### config.mk
export PLATFORM = sky130hd
export DESIGN_NAME = cv32e40s_obi_integrity_responder
export DESIGN_NICKNAME = d
export VERILOG_FILES = /design/src/rtl/cv32e40s_pkg.sv /design/src/rtl/cv32e40s_rchk_gen.sv /design/src/rtl/cv32e40s_obi_integrity_responder.sv
export SDC_FILE = /design/constraint.sdc
export NUM_CORES = 1
export LEC_CHECK = 0
export ABC_AREA = 1
export BUFFER_PORTS_ARGS = -buffer_cell sky130_fd_sc_hd__buf_2
export CAP_MARGIN = 5
export CORE_MARGIN = 2
export CORE_UTILIZATION = 46
export CTS_CLUSTER_DIAMETER = 50
export DETAILED_ROUTE_END_ITERATION = 10
export GPL_TIMING_DRIVEN = 1
export PLACE_DENSITY = 0.93
export SYNTH_ARGS = -nofsm -noshare
export SYNTH_HDL_FRONTEND = slang
export SYNTH_HIERARCHICAL = 1
export SYNTH_SLANG_ARGS = --single-unit
export TNS_END_PERCENT = 1
### constraint.sdc
create_clock -name clk -period 4.44 [get_ports clk]
set_clock_uncertainty 0.05 [all_clocks]
set_input_delay 0.888 -clock clk [delete_from_list [all_inputs] [get_ports clk]]
set_output_delay 0.888 -clock clk [all_outputs]
set_load 0.02 [all_outputs]
### src/rtl/cv32e40s_pkg.sv
// Shared OBI integrity helpers: per-byte odd-parity check bits and the responder's
// outstanding-transaction record.
package cv32e40s_pkg;

  typedef struct packed {
    logic fault;
    logic we;
  } obi_resp_entry_t;

  // Odd parity per address byte: check bit is set when the byte holds an even number of ones.
  function automatic logic [3:0] achk_calc(input logic [31:0] addr);
    logic [3:0] chk;
    for (int i = 0; i < 4; i++) begin
      chk[i] = ~^addr[8*i +: 8];
    end
    return chk;
  endfunction

  function automatic logic [4:0] rchk_calc(input logic [31:0] rdata, input logic err,
                                           input logic exokay);
    logic [4:0] chk;
    for (int i = 0; i < 4; i++) begin
      chk[i] = ~^rdata[8*i +: 8];
    end
    chk[4] = ~^{err, exokay};
    return chk;
  endfunction

endpackage

### src/rtl/cv32e40s_rchk_gen.sv
// Response check-bit generator (rdata, err, exokay -> rchk); purely combinational,
// mirror image of the requester-side rchk checker.
module cv32e40s_rchk_gen
  import cv32e40s_pkg::*;
(
  input  logic [31:0] rdata,
  input  logic        err,
  input  logic        exokay,
  output logic [4:0]  rchk
);

  assign rchk = rchk_calc(rdata, err, exokay);

endmodule

### src/rtl/cv32e40s_obi_integrity_responder.sv
// OBI responder with request integrity checking; grant is combinational, response is
// registered one cycle after the backend answers; no grant once MAX_OUTSTANDING are pending.
module cv32e40s_obi_integrity_responder
  import cv32e40s_pkg::*;
#(
  parameter int MAX_OUTSTANDING = 2
) (
  input  logic        clk,
  input  logic        rst,
  input  logic        obi_req_i,
  input  logic        obi_reqpar_i,
  input  logic [31:0] obi_addr_i,
  input  logic        obi_we_i,
  input  logic [3:0]  obi_be_i,
  input  logic [31:0] obi_wdata_i,
  input  logic [3:0]  obi_achk_i,
  output logic        obi_gnt_o,
  output logic        obi_gntpar_o,
  output logic        obi_rvalid_o,
  output logic        obi_rvalidpar_o,
  output logic [31:0] obi_rdata_o,
  output logic        obi_err_o,
  output logic        obi_exokay_o,
  output logic [4:0]  obi_rchk_o,
  output logic        mem_req_o,
  output logic        mem_we_o,
  output logic [31:0] mem_addr_o,
  output logic [3:0]  mem_be_o,
  output logic [31:0] mem_wdata_o,
  input  logic        mem_rvalid_i,
  input  logic [31:0] mem_rdata_i,
  input  logic        mem_err_i,
  output logic        protocol_err_o
);

  localparam int CNT_W = $clog2(MAX_OUTSTANDING + 1);
  localparam int PTR_W = (MAX_OUTSTANDING > 1) ? $clog2(MAX_OUTSTANDING) : 1;
  localparam logic [CNT_W-1:0] CNT_MAX = CNT_W'(MAX_OUTSTANDING);
  localparam logic [PTR_W-1:0] PTR_MAX = PTR_W'(MAX_OUTSTANDING - 1);

  obi_resp_entry_t fifo_q [MAX_OUTSTANDING];
  logic [PTR_W-1:0] wr_ptr_q, rd_ptr_q;
  logic [CNT_W-1:0] cnt_q;

  logic        rvalid_q, err_q, protocol_err_q;
  logic [31:0] rdata_q;

  logic            fault, push, pop;
  obi_resp_entry_t push_entry, head;

  // Grant only looks at the current count, so a same-cycle pop never frees a slot.
  assign obi_gnt_o    = obi_req_i && (cnt_q != CNT_MAX);
  assign obi_gntpar_o = ~obi_gnt_o;

  assign fault = obi_req_i && ((obi_reqpar_i != ~obi_req_i) ||
                               (obi_achk_i != achk_calc(obi_addr_i)));
  assign push  = obi_req_i && obi_gnt_o;
  assign pop   = mem_rvalid_i && (cnt_q != '0);

  assign push_entry = '{fault: fault, we: obi_we_i};
  assign head       = fifo_q[rd_ptr_q];

  assign mem_req_o   = push;
  assign mem_we_o    = obi_we_i && !fault;
  assign mem_addr_o  = obi_addr_i;
  assign mem_be_o    = obi_be_i;
  assign mem_wdata_o = obi_wdata_i;

  always_ff @(posedge clk) begin
    if (push) begin
      fifo_q[wr_ptr_q] <= push_entry;
    end
  end

  always_ff @(posedge clk) begin
    if (rst) begin
      wr_ptr_q <= '0;
      rd_ptr_q <= '0;
      cnt_q    <= '0;
    end else begin
      if (push) wr_ptr_q <= (wr_ptr_q == PTR_MAX) ? '0 : wr_ptr_q + 1'b1;
      if (pop)  rd_ptr_q <= (rd_ptr_q == PTR_MAX) ? '0 : rd_ptr_q + 1'b1;
      case ({push, pop})
        2'b10:   cnt_q <= cnt_q + 1'b1;
        2'b01:   cnt_q <= cnt_q - 1'b1;
        default: cnt_q <= cnt_q;
      endcase
    end
  end

  // Writes and faulted requests never return backend data; rdata/err hold between responses.
  always_ff @(posedge clk) begin
    if (rst) begin
      rvalid_q       <= 1'b0;
      rdata_q        <= '0;
      err_q          <= 1'b0;
      protocol_err_q <= 1'b0;
    end else begin
      rvalid_q <= pop;
      if (pop) begin
        rdata_q <= (head.we || head.fault) ? 32'h0 : mem_rdata_i;
        err_q   <= mem_err_i || head.fault;
      end
      if (mem_rvalid_i && (cnt_q == '0)) begin
        protocol_err_q <= 1'b1;
      end
    end
  end

  assign obi_rvalid_o    = rvalid_q;
  assign obi_rvalidpar_o = ~rvalid_q;
  assign obi_rdata_o     = rdata_q;
  assign obi_err_o       = err_q;
  assign obi_exokay_o    = 1'b0;
  assign protocol_err_o  = protocol_err_q;

  cv32e40s_rchk_gen u_rchk_gen (
    .rdata  (rdata_q),
    .err    (err_q),
    .exokay (1'b0),
    .rchk   (obi_rchk_o)
  );

endmodule

# Word-level counts from Yosys, hierarchy flattened
# Memory sizes are Yosys's and may differ from the RTL's. A register that Yosys moved wholly into a read port is not among the register bits.
# Index checks and enable logic that the tools add are counted.
# W data, S select, Z words.
[totals] ff_bits=39 mem_bits_rw=4 inputBits=111 out_inout_bits=114 memories=1
[mem_list] memory="fifo_q" depth=2 word_bits=2 read_ports=1 rd_clocked_by_memory_dff=1 write_ports=1 line="cv32e40s_obi_integrity_responder.sv:41" source="obi_resp_entry_t fifo_q [MAX_OUTSTANDING];"
[classes] addsub=4 n_eq_ne=5 n_mux=8 bitwise_logic=3 reduce_logical=22
[op_table] op="$reduce_xnor A8 Y1" count=8
[op_table] op="$mux W32" count=1
[op_table] op="$logic_and A1 B1 Y1" count=6
[op_table] op="$mux W1" count=6
[op_table] op="$ne A4 B4 Y1" count=1
[op_table] op="$pmux W2 S2" count=1
[op_table] op="$reduce_bool A2 Y1" count=2
[op_table] op="$logic_or A1 B1 Y1" count=3
[op_table] op="$not A1 Y1" count=3
[op_table] op="$add A1 B1 Y1 const B" count=2
[op_table] op="$add A2 B1 Y2 const B" count=1
[op_table] op="$eq A2 B1 Y1 const B" count=1
[op_table] op="$eq A2 B2 Y1 const B" count=1
[op_table] op="$logic_not A2 Y1" count=1
[op_table] op="$ne A2 B2 Y1 const B" count=1
[op_table] op="$reduce_xnor A2 Y1" count=1
[op_table] op="$sub A2 B1 Y2 const B" count=1
[op_table] op="$logic_not A1 Y1" count=1
[op_table] op="$ne A1 B1 Y1" count=1

# Logic depth before layout (Yosys ltp)
[depth] ltp_word=6 mapped_depth=12 depth_no_buf=12

# Cells and area by module
# The synthesis kept the hierarchy.
[by_module_without_submodules] module="cv32e40s_obi_integrity_responder" instances=1 cells_per_inst=387 area_per_inst_um2=2777.7
[by_module_without_submodules] module="cv32e40s_rchk_gen" instances=1 cells_per_inst=149 area_per_inst_um2=589.3

# Least setup slack after synthesis
# Ideal clock, no wire load.
[synth_timing] kind="in2out" from="input port obi_addr_i[31]" to="output port mem_we_o" t_arrival_ps=1793 path_slack_ps=1709 cell_stages=12 cell_sequence="nand2_1 -> inv_1 -> nor2_2 -> and2_4 -> nor2_4 -> inv_1 -> nand2_1 -> nand2_1 -> nand3_2 -> nor2_2 -> nor2_2 -> nor2_2"
[synth_via] elab_chain_len=6
[synth_rtl] element="from (decl)" line="cv32e40s_obi_integrity_responder.sv:12" source="input logic [31:0] obi_addr_i,"
[synth_rtl] element="$reduce_xnor A8 Y1" line="cv32e40s_pkg.sv:14" source="chk[i] = ~^addr[8*i +: 8];"
[synth_rtl] element="$ne A4 B4 Y1" line="cv32e40s_obi_integrity_responder.sv:56" source="(obi_achk_i != achk_calc(obi_addr_i)));"
[synth_rtl] element="$logic_or A1 B1 Y1" line="cv32e40s_obi_integrity_responder.sv:55" source="assign fault = obi_req_i && ((obi_reqpar_i != ~obi_req_i) ||"
[synth_rtl] element="$logic_and A1 B1 Y1" line="cv32e40s_obi_integrity_responder.sv:55"
[synth_rtl] element="net fault" line="cv32e40s_obi_integrity_responder.sv:48" source="logic fault, push, pop;"
[synth_rtl] element="$logic_not A1 Y1" line="cv32e40s_obi_integrity_responder.sv:64" source="assign mem_we_o = obi_we_i && !fault;"
[synth_rtl] element="$logic_and A1 B1 Y1" line="cv32e40s_obi_integrity_responder.sv:64"
[synth_rtl] element="to (decl)" line="cv32e40s_obi_integrity_responder.sv:26" source="output logic mem_we_o,"
# The timed path passes the listed nets, and every way through them passes these cells.

# Final worst setup path
[layout_timing] from="input port obi_addr_i[8]" to="output port mem_we_o"
# The elaborated chain is that of the path after synthesis.

==> results.md <==
- Status: complete, no violations
- Slowest-stage cell, CP: buf_2
- Area fraction of the dominant cell type after synthesis: 23.78%
- Clock Latency Late Sink: 0.29 ns
- Cell with the most instances after synthesis: nand2_1
- Warnings, synthesis: 6
- Initial antenna violation count: 1
- RSZ-0062 raised after global routing: false
- Pleak: 2.134 nW
- Maximum vdd drop: 0.1512 mV
- Seq cells post-synth: 44
- Buf+Inv Stages, Crit Path: 3
- Max_slew headroom: 36.26%
- # nets final: between 700 and 800
- Clock Path Buffers: 2
- Share of cells above drive strength 1: roughly 29%
- Area growth from synthesis to final layout: 12.04%
- DRC violation count after routing: 0
- Min-delay worst type: register to register
- Pin count of the biggest net entering global routing: between 60 and 70
- Most instantiated cells after synthesis: 189 x nand2_1, 70 x buf_4, 67 x inv_1, 40 x dfxtp_1, 39 x a21oi_1
- Average wire per standard cell: approximately 11 um
- Final setup violation count: 0
- First-pass GRT wire length: approximately 12000 um
- Clk root buf: clkbuf_8
- Worst slew pin tran: 0.9550 ns
- Vias in the first global route: ~3.0k
- Post-synthesis cell type count: 28
- Critical path's top delay family: simple AND/OR/NAND/NOR gates
- DIE WIDTH: ~90 um
- CTS buffer count: 5
- Cell-by-cell trace of the critical path: buf_2 > nand2_1 > inv_1 > nor2_1 > nand2_1 > nand3_1 > nand3_1 > nand2_1 > nand3_2 > nor2_2 > nor2_2 > nor2_2 > buf_2
- DRT iter0 DRCs: 119
- DR vias: 3415
- Clk slew on worst S/H paths: roughly 0.080 ns
- I/O Pins: 225
- Starting Density: between 40% and 50%
- Clock sinks: 44
- EDFF count, synth: 4
- Post-CTS sizing: 0
- H-tree depth: 2
- Tot GR Track Use: between 10% and 20%
- DRT Wirelength: 8123 um
- Cell Pwr Density: between 400 and 500 mW/mm^2
- Max Cap Viol: 0
- Slowest stage delay, CP: 0.17 ns
- Drt pass-1 iters: 4
- DR vias/cell: between 4 and 5
- Post-CTS Setup Inserts: 0
- Worst EP required: approximately 3.5 ns
- Post-synthesis cell count: roughly 540
- Die Height: roughly 90 um
- Synthesized cell area: roughly 0.0034 sq mm
- Setup Total Neg Slack: 0 ns
- Routed Antenna Nets: 0
- GPL Wtd Cong: a little under 0.8
- Total gr overflow: 0
- Fin. Hold Viols: 0
- Multi-input gate area: 0.001595 sq mm
- Num rows: 31
- Die area: between 0.008 and 0.009 sq mm
- CTS tree: done
- Dpl hpwl: approximately 6500 um
- Fin Hold WS: about 0.42 ns
- Final Cycle Share: 67.16%
- CP Max Fanout: 4
- Top cells by area, synth: dfxtp_1 24%, nand2_1 21%, buf_4 16%, inv_1 7.5%, a21oi_1 5.8%
- Seq. cell area: around 920 sq um
- CP Class: primary input to primary output
- Core area: 0.007176 sq mm
- Cell accounting for the most synthesized area: dfxtp_1
- Worst Setup End Kind: primary output
- Ys async rst share: 0%
- Final Util: about 53%
- Critical Path Source Type: primary input
- CTS Hold Bufs: 0
- Sequential share of the synthesized area: ~27%
- Port bufs: about 150
- Top_reg_cell synth: dfxtp_1
- Syn_area_per_cell: approximately 6.3 sq um
- Post-layout min period: 2.982 ns
- Fill cells: approximately 690
- Fmax: 335.3 MHz
- Arrival @ worst endpoint: 2.04 ns
- Fin. max-slew vios: 0
[cells by family (layout without fill, tap and decap cells)]
kind of cell    Yosys count  count (layout)  synth area share [%]
simple gates            237             237                 28.84
buf+inv                 151             228                 25.38
mux                       1               1                0.2973
flops                    44              44                 27.35
other cells               1               3                0.1114
fa+ha+maj                 1               1                0.3715
compound gates           80              80                 12.19
xor+xnor                 21              21                 5.463
[layout make-up]
type	count	share of cell area, %
Clock buffer	5	1.824
Timing Repair Buffer	152	20.23
Clock inverter	3	1.128
Sequential cell	44	24.41
Multi-Input combinational cell	342	42.29
Inverter	68	6.766
Antenna cell	1	0.06633
Tap cell	99	3.284
[layout by cell type, fill, tap and decap left out, types with 2 or more instances in the layout]
master	count
a21oi_1	39
buf_2	151
clkbuf_8	5
conb_1	2
dfxtp_1	40
edfxtp_1	4
inv_1	67
nand2_1	189
nand2_2	2
nand3_1	11
nand3_2	4
nand3b_1	2
nor2_1	20
nor2_2	7
o21ai_0	38
xnor2_1	13
xor2_1	8
[metal layers]
metal / global-route usage, % / part of all wire [%] / up-vias
li1: - / - / 1726
met1: 19.46 / 38 / 1506
met2: 34.43 / 50 / 162
met3: 6.464 / 9.8 / 21
met4: 7.056 / 2.7 / 0
met5: 0 / 0 / -
[sequential cells by signal, indices dropped and copies added (netlist names), named ones only]
register	cells
obi_err_o	1
cnt_q	2
fifo_q	4
rd_ptr_q	1
obi_rvalid_o	1
obi_rdata_o	32
wr_ptr_q	1
protocol_err_o	1
[worst reg2reg max path: cells and delay by family (launching register included)]
family | cells | cell delay [ns]
buffers and inverters | 2 | 0.27
adder cells (fa/ha/maj) | 1 | 0.35
AO/OA/AOI/OAI | 5 | 0.79
flip-flops | 1 | 0.40
[report_power, final]
group / total [mW] / leakage [nW] / switching (mW) / internal [mW]
logic: 0.855 / 1.71 / 0.558 / 0.297
registers: 0.583 / 0.366 / 0.0936 / 0.490
clock network: 0.305 / 0.0558 / 0.139 / 0.167
total: 1.74 / 2.13 / 0.790 / 0.954
[worst paths after layout]
check | start | end | slack, ns | depth (start not counted)
hold / removal | rd_ptr_q | rd_ptr_q | 0.42 | 1
setup reg to reg | cnt_q[0] | cnt_q[1] | 2.48 | 8
hold reg to reg | rd_ptr_q | rd_ptr_q | 0.42 | 1
setup / recovery | obi_addr_i[8] | mem_we_o | 1.46 | 13
[metrics by stage]
stage,area [sq um],worst slack [ns],instances,total power [mW]
after floorplan,3371,1.709,537,1.259
after global placement,3659,1.447,705,1.402
after detailed placement,3659,1.415,705,1.445
after CTS,3770,1.409,713,1.751
after global routing,3772,1.274,714,1.896
final,3772,1.458,714,1.744
(Power assumes the default switching activity.)
